## config.mk

```make
export PLATFORM = sky130hd
export DESIGN_NAME = cpu_core_mc_flat
export DESIGN_NICKNAME = d
export VERILOG_FILES = /design/src/rtl/cpu_core_mc_if.sv /design/src/rtl/cpu_core_mc.sv /design/src/flat_wrapper.sv
export SDC_FILE = /design/constraint.sdc
export NUM_CORES = 1
export LEC_CHECK = 0
export ABC_AREA = 1
export CORE_MARGIN = 2
export CORE_UTILIZATION = 30
export CTS_CLUSTER_DIAMETER = 80
export DETAILED_ROUTE_END_ITERATION = 6
export PLACE_DENSITY_LB_ADDON = 0.3
export REMOVE_ABC_BUFFERS = 1
export SYNTH_ARGS = -nofsm -noshare
export SYNTH_HDL_FRONTEND = slang
export SYNTH_SLANG_ARGS = --single-unit
export TNS_END_PERCENT = 100
```

## constraint.sdc

```tcl
create_clock -name clk -period 14.4 [get_ports clk]
set_input_delay 1.44 -clock clk [delete_from_list [all_inputs] [get_ports clk]]
set_output_delay 1.44 -clock clk [all_outputs]
set_load 0.02 [all_outputs]
```

## src/rtl/cpu_core_mc_if.sv

```systemverilog
// Instruction and data memory req/ack bus between cpu_core_mc and the external imem/dmem blocks.
interface cpu_core_mc_if #(
   parameter int PC_W   = 8,
   parameter int DATA_W = 24,
   parameter int ADDR_W = 8
);
   logic              imem_req;
   logic [PC_W-1:0]   imem_addr;
   logic              imem_ack;
   logic [15:0]       imem_rdata;
   logic              dmem_req;
   logic              dmem_we;
   logic [ADDR_W-1:0] dmem_addr;
   logic [DATA_W-1:0] dmem_wdata;
   logic              dmem_ack;
   logic [DATA_W-1:0] dmem_rdata;

   modport master (
      output imem_req, imem_addr, dmem_req, dmem_we, dmem_addr, dmem_wdata,
      input  imem_ack, imem_rdata, dmem_ack, dmem_rdata
   );

   modport slave (
      input  imem_req, imem_addr, dmem_req, dmem_we, dmem_addr, dmem_wdata,
      output imem_ack, imem_rdata, dmem_ack, dmem_rdata
   );
endinterface

```

## src/rtl/cpu_core_mc.sv

```systemverilog
// Multicycle core: FETCH/EXEC/MEM state machine over req/ack instruction and data memories.
//   state   | meaning
//   S_FETCH | imem_req high at pc, waiting for imem_ack to latch IR
//   S_EXEC  | one-cycle decode/execute, register/ZF/PC update
//   S_MEM   | dmem_req high with stable addr/data, waiting for dmem_ack
//   S_HALT  | terminal, no requests until rst
module cpu_core_mc #(
   parameter int DATA_W = 24,
   parameter int REG_N  = 16,
   parameter int PC_W   = 8,
   parameter int ADDR_W = 8
) (
   input  logic          clk,
   input  logic          rst,
   cpu_core_mc_if.master bus,
   output logic          halted,
   output logic          retire
);
   typedef enum logic [1:0] {S_FETCH, S_EXEC, S_MEM, S_HALT} state_t;

   state_t            state_q;
   logic [PC_W-1:0]   pc_q;
   logic [15:0]       ir_q;
   logic              zf_q;
   logic              retire_q;
   logic              we_q;
   logic [ADDR_W-1:0] addr_q;
   logic [DATA_W-1:0] wdata_q;
   logic [DATA_W-1:0] regs_q [REG_N];

   logic [3:0]        opc, dst, src0, src1;
   logic              dst_ok;
   logic [DATA_W-1:0] a_val, b_val, alu_d;
   logic [4:0]        shamt;
   logic [PC_W-1:0]   pc_seq_d, pc_jmp_d;
   logic              take_jmp;

   assign opc    = ir_q[15:12];
   assign dst    = ir_q[11:8];
   assign src0   = ir_q[7:4];
   assign src1   = ir_q[3:0];
   assign dst_ok = int'(dst) < REG_N;
   assign shamt  = b_val[4:0];

   // Indices beyond the implemented register count read as zero.
   always_comb begin
      a_val = '0;
      b_val = '0;
      if (int'(src0) < REG_N) a_val = regs_q[src0];
      if (int'(src1) < REG_N) b_val = regs_q[src1];
   end

   always_comb begin
      alu_d = '0;
      case (opc)
         4'h1:    alu_d = a_val + b_val;
         4'h2:    alu_d = a_val - b_val;
         4'h3:    alu_d = a_val & b_val;
         4'h4:    alu_d = a_val | b_val;
         4'h5:    alu_d = a_val ^ b_val;
         4'h6:    alu_d = (int'(shamt) >= DATA_W) ? '0 : (a_val << shamt);
         4'h7:    alu_d = (int'(shamt) >= DATA_W) ? '0 : (a_val >> shamt);
         default: alu_d = '0;
      endcase
   end

   assign pc_seq_d = pc_q + PC_W'(1);
   assign pc_jmp_d = PC_W'(ir_q[7:0]);
   assign take_jmp = (opc == 4'hB) || (opc == 4'hC && zf_q) || (opc == 4'hD && !zf_q);

   always_ff @(posedge clk or posedge rst) begin
      if (rst) begin
         state_q  <= S_FETCH;
         pc_q     <= '0;
         ir_q     <= '0;
         zf_q     <= 1'b0;
         retire_q <= 1'b0;
         we_q     <= 1'b0;
         addr_q   <= '0;
         wdata_q  <= '0;
         for (int i = 0; i < REG_N; i++) regs_q[i] <= '0;
      end else begin
         retire_q <= 1'b0;
         case (state_q)
            S_FETCH: begin
               if (bus.imem_ack) begin
                  ir_q    <= bus.imem_rdata;
                  state_q <= S_EXEC;
               end
            end
            S_EXEC: begin
               state_q <= S_FETCH;
               case (opc)
                  4'h1, 4'h2, 4'h3, 4'h4, 4'h5, 4'h6, 4'h7: begin
                     if (dst_ok) regs_q[dst] <= alu_d;
                     zf_q     <= (alu_d == '0);
                     pc_q     <= pc_seq_d;
                     retire_q <= 1'b1;
                  end
                  4'h8: begin
                     if (dst_ok) regs_q[dst] <= DATA_W'(ir_q[7:0]);
                     pc_q     <= pc_seq_d;
                     retire_q <= 1'b1;
                  end
                  4'h9, 4'hA: begin
                     addr_q  <= b_val[ADDR_W-1:0];
                     wdata_q <= a_val;
                     we_q    <= (opc == 4'hA);
                     state_q <= S_MEM;
                  end
                  4'hB, 4'hC, 4'hD: begin
                     pc_q     <= take_jmp ? pc_jmp_d : pc_seq_d;
                     retire_q <= 1'b1;
                  end
                  4'hE: state_q <= S_HALT;
                  default: begin
                     pc_q     <= pc_seq_d;
                     retire_q <= 1'b1;
                  end
               endcase
            end
            S_MEM: begin
               if (bus.dmem_ack) begin
                  if (!we_q && dst_ok) regs_q[dst] <= bus.dmem_rdata;
                  pc_q     <= pc_seq_d;
                  retire_q <= 1'b1;
                  state_q  <= S_FETCH;
               end
            end
            S_HALT: state_q <= S_HALT;
         endcase
      end
   end

   assign bus.imem_req   = (state_q == S_FETCH);
   assign bus.imem_addr  = pc_q;
   assign bus.dmem_req   = (state_q == S_MEM);
   assign bus.dmem_we    = we_q;
   assign bus.dmem_addr  = addr_q;
   assign bus.dmem_wdata = wdata_q;
   assign halted         = (state_q == S_HALT);
   assign retire         = retire_q;
endmodule

```

## src/flat_wrapper.sv

```systemverilog
// flat-port wrapper written by rule: the top's interface ports become plain ports
module cpu_core_mc_flat 
#(
   parameter int DATA_W = 24,
   parameter int REG_N  = 16,
   parameter int PC_W   = 8,
   parameter int ADDR_W = 8
)
  (clk, rst, halted, retire, bus_imem_req, bus_imem_addr, bus_dmem_req, bus_dmem_we, bus_dmem_addr, bus_dmem_wdata, bus_imem_ack, bus_imem_rdata, bus_dmem_ack, bus_dmem_rdata);
  cpu_core_mc_if #(.PC_W(PC_W), .DATA_W(DATA_W), .ADDR_W(ADDR_W)) bus_i ();
  input  logic clk;
  input  logic rst;
  output logic halted;
  output logic retire;
  output wire logic [$bits(bus_i.imem_req)-1:0] bus_imem_req;
  output wire logic [$bits(bus_i.imem_addr)-1:0] bus_imem_addr;
  output wire logic [$bits(bus_i.dmem_req)-1:0] bus_dmem_req;
  output wire logic [$bits(bus_i.dmem_we)-1:0] bus_dmem_we;
  output wire logic [$bits(bus_i.dmem_addr)-1:0] bus_dmem_addr;
  output wire logic [$bits(bus_i.dmem_wdata)-1:0] bus_dmem_wdata;
  input wire logic [$bits(bus_i.imem_ack)-1:0] bus_imem_ack;
  input wire logic [$bits(bus_i.imem_rdata)-1:0] bus_imem_rdata;
  input wire logic [$bits(bus_i.dmem_ack)-1:0] bus_dmem_ack;
  input wire logic [$bits(bus_i.dmem_rdata)-1:0] bus_dmem_rdata;
  assign bus_imem_req = bus_i.imem_req;
  assign bus_imem_addr = bus_i.imem_addr;
  assign bus_dmem_req = bus_i.dmem_req;
  assign bus_dmem_we = bus_i.dmem_we;
  assign bus_dmem_addr = bus_i.dmem_addr;
  assign bus_dmem_wdata = bus_i.dmem_wdata;
  assign bus_i.imem_ack = bus_imem_ack;
  assign bus_i.imem_rdata = bus_imem_rdata;
  assign bus_i.dmem_ack = bus_dmem_ack;
  assign bus_i.dmem_rdata = bus_dmem_rdata;
  cpu_core_mc #(.DATA_W(DATA_W), .REG_N(REG_N), .PC_W(PC_W), .ADDR_W(ADDR_W)) u_core (.clk(clk), .rst(rst), .bus(bus_i), .halted(halted), .retire(retire));
endmodule
```

==> impl_metrics.json <==
{
  "status": "complete, no violations",
  "cpLargestDelayFamily": "simple AND/OR/NAND/NOR gates",
  "synth_cells": 4434,
  "rr_endpoint": "u_core.regs_q[19]",
  "ioPinCount": 89,
  "initial_core_util": 0.303,
  "post_cts.repair.setup_buffers": 0,
  "synth_area_per_cell_um2": 7.11,
  "first_global_vias": 30100,
  "core_mm2": 0.104,
  "dpl.hpwl_um": 85300,
  "finalCriticalPeriod_ns": 7.89,
  "final_util": 0.335,
  "setup_tns_ns": 0,
  "clockBufferDepth": 3,
  "multi_input_area_mm2": 0.0170,
  "clk_pin_slew_ns": 0.06,
  "grt_max_degree": 197,
  "mostFrequentLayoutCells": "nand2_1, nand3_1, dfrtp_1",
  "ys.flop_type": "dfrtp_1",
  "insertedDiodeCount": 0,
  "crit_top_cell": "nand2_1",
  "path_class": "reg -> reg",
  "timing.fmax_mhz": 127,
  "detail_route.wl_per_cell_um": 23.5,
  "dieHeight_um": 328,
  "drc": 0,
  "max-cap-violations": 0,
  "endpoint_kind": "flop",
  "ant_nets": 0,
  "antenna_found_initial": 4,
  "overflow": 0,
  "cts_tree": "built",
  "path_buf_inv": 6,
  "final_hold_viol_count": 0,
  "grt_pass1_wl_um": 201000,
  "core.rowCount": 118,
  "required_ns": 14.86,
  "drive_gt1_frac": 0.0604,
  "ys_types": 56,
  "htree_levels": 2,
  "drt_iter0_drc": 3827,
  "fillers": 11200,
  "synth-edff-count": 0,
  "worstMarginPinSlew_ns": 1.16,
  "finalCritPeriodShare": 0.548,
  "cpMaxStageDelayCell": "dfrtp_4",
  "worstSkewPairLatency_ns": 0.66,
  "die_area_mm2": 0.108,
  "rsz0062_at_grt": "no",
  "cp_max_fo": 61,
  "viasPerCell": 5.61,
  "regToRegSetupSlack_ns": 6.51,
  "hp-start": "u_core.bus.dmem_addr[2]",
  "seqCellArea_mm2": 0.0112,
  "max_stage_delay_ns": 0.73,
  "cp.arrival_ns": 8.35,
  "track_usage": 0.244,
  "critPathLaunchType": "flop",
  "ys.warnings.count": 0,
  "die_x_um": 328,
  "syn2layout_area_growth_pct": 10.3,
  "hold_buffers": 0,
  "hold_path_class": "reg -> reg",
  "synth_area_mm2": 0.0315,
  "yosysSeqAreaShare": 0.353,
  "cts.repair.resized": 0,
  "hold_end": "u_core.bus.dmem_addr[2]",
  "crit_start": "u_core.ir_q[0]",
  "final_common_cell": "nand2_1",
  "cts_sinks": 445,
  "relSlewSlack": 0.228,
  "synth_seq_cells": 445,
  "cts_buffers": 54,
  "fin_skew_ns": 0.0456,
  "vias": 32100,
  "cts-root-buf": "clkbuf_16",
  "numPortBuffers": 88,
  "r2r_start": "u_core.ir_q[0]",
  "async_flop_share": 1.00,
  "final_max_slew_viol_count": 0,
  "gp_congestion": 1.02,
  "hold_depth": 2,
  "routed_wl_um": 134000,
  "setup_viol": 0,
  "firstDrtPassIters": 6,
  "r2r_cells": 31,
  "final_nets": 4428
}
area by class of cell:
class | count | share of cell area
Inverter | 451 | 0.0490
Sequential cell | 445 | 0.321
Clock inverter | 23 | 0.00755
Timing Repair Buffer | 162 | 0.0424
Clock buffer | 71 | 0.0435
Tap cell | 1380 | 0.0496
Multi-Input combinational cell | 3187 | 0.487
synthesized netlist by cell type (3+ instances only):
cell type	number	area, um^2
buf_4	29	218
dfrtp_1	445	11100
o21ai_2	4	35.0
ha_1	82	1030
a2bb2oi_2	7	105
xor2_1	25	219
nor2_2	7	43.8
o21a_1	66	495
nand3_1	699	3500
a2bb2oi_1	47	412
a22oi_2	3	37.5
nand2_1	903	3390
a221oi_1	18	158
o21ai_0	190	951
nor2_1	290	1090
buf_1	28	105
a22oi_1	218	1640
nor2_4	3	33.8
o21ai_1	11	55.1
buf_6	32	360
buf_2	103	515
inv_1	428	1610
or2_2	5	31.3
nand2_2	13	81.3
nand3b_1	6	45.0
a31oi_1	3	18.8
o211ai_2	11	138
clkinv_1	8	30.0
nor3_1	42	210
inv_2	15	56.3
o2111ai_1	5	43.8
a21oi_1	350	1750
nand4_1	11	68.8
clkbuf_1	159	597
mux2i_1	16	160
o211ai_1	125	938
routing by layer:
layer | routed length, um | vias to the layer above | track usage
met5 | 26 | - | 0
met4 | 5560 | 4 | 0.0937
met1 | 60100 | 15600 | 0.348
li1 | - | 14800 | -
met3 | 10300 | 275 | 0.0365
met2 | 58400 | 1406 | 0.372
through the flow:
step           hold slack (ns)  cell area [um^2]  std cells  setup WS (ns)
6_report                 0.482             34800       5719           6.51
5_1_grt                  0.514             34800       5719           6.03
4_1_cts                  0.489             34800       5719           6.68
3_5_place_dp             0.475             33000       5625           6.75
3_3_place_gp             0.472             33000       5625           6.67
2_1_floorplan            0.472             29700       4083          0.560
worst reg2reg max path, delay by kind of cell (launching register included):
family                   cells  cell delay (ns)
flip-flops                   1             0.73
adder cells (fa/ha/maj)      2             0.69
buffers and inverters        6             2.38
AND/OR/NAND/NOR             19             3.22
XOR/XNOR                     1             0.10
AO/OA/AOI/OAI                3             0.58
cells by family (layout without fill, tap and decap cells):
| kind of cell | Yosys count | count (layout) | synth area share |
|---|---|---|---|
| AOI/OAI and AO/OA | 1076 | 1076 | 0.220 |
| xor gates and xnor gates | 26 | 26 | 0.00722 |
| adders and majority gates | 83 | 83 | 0.0332 |
| buffers and inverters | 802 | 707 | 0.111 |
| DFF | 445 | 445 | 0.353 |
| muxes | 17 | 17 | 0.00543 |
| and+or+nand+nor | 1985 | 1985 | 0.271 |
state kept, by name (all words and copies together), names as in the netlist:
name                   flops
u_core.bus.dmem_wdata     24
u_core.state_q             2
u_core.retire              1
u_core.ir_q               16
u_core.zf_q                1
u_core.bus.dmem_we         1
u_core.regs_q            384
u_core.bus.dmem_addr       8
u_core.bus.imem_addr       8
how the worst max path moves through the flow:
stage	cells after the start	endpoint
final	31	u_core.regs_q[19]
after global routing	31	u_core.regs_q[117]
after CTS	31	u_core.regs_q[211]
after detailed placement	32	u_core.regs_q[165]
after global placement	33	u_core.regs_q[285]
after floorplan	1	u_core.bus.dmem_addr[0]
Power is left out: the tool's default activity adds up to more than one toggle a clock period on the data nets, which glitch-free logic cannot reach.
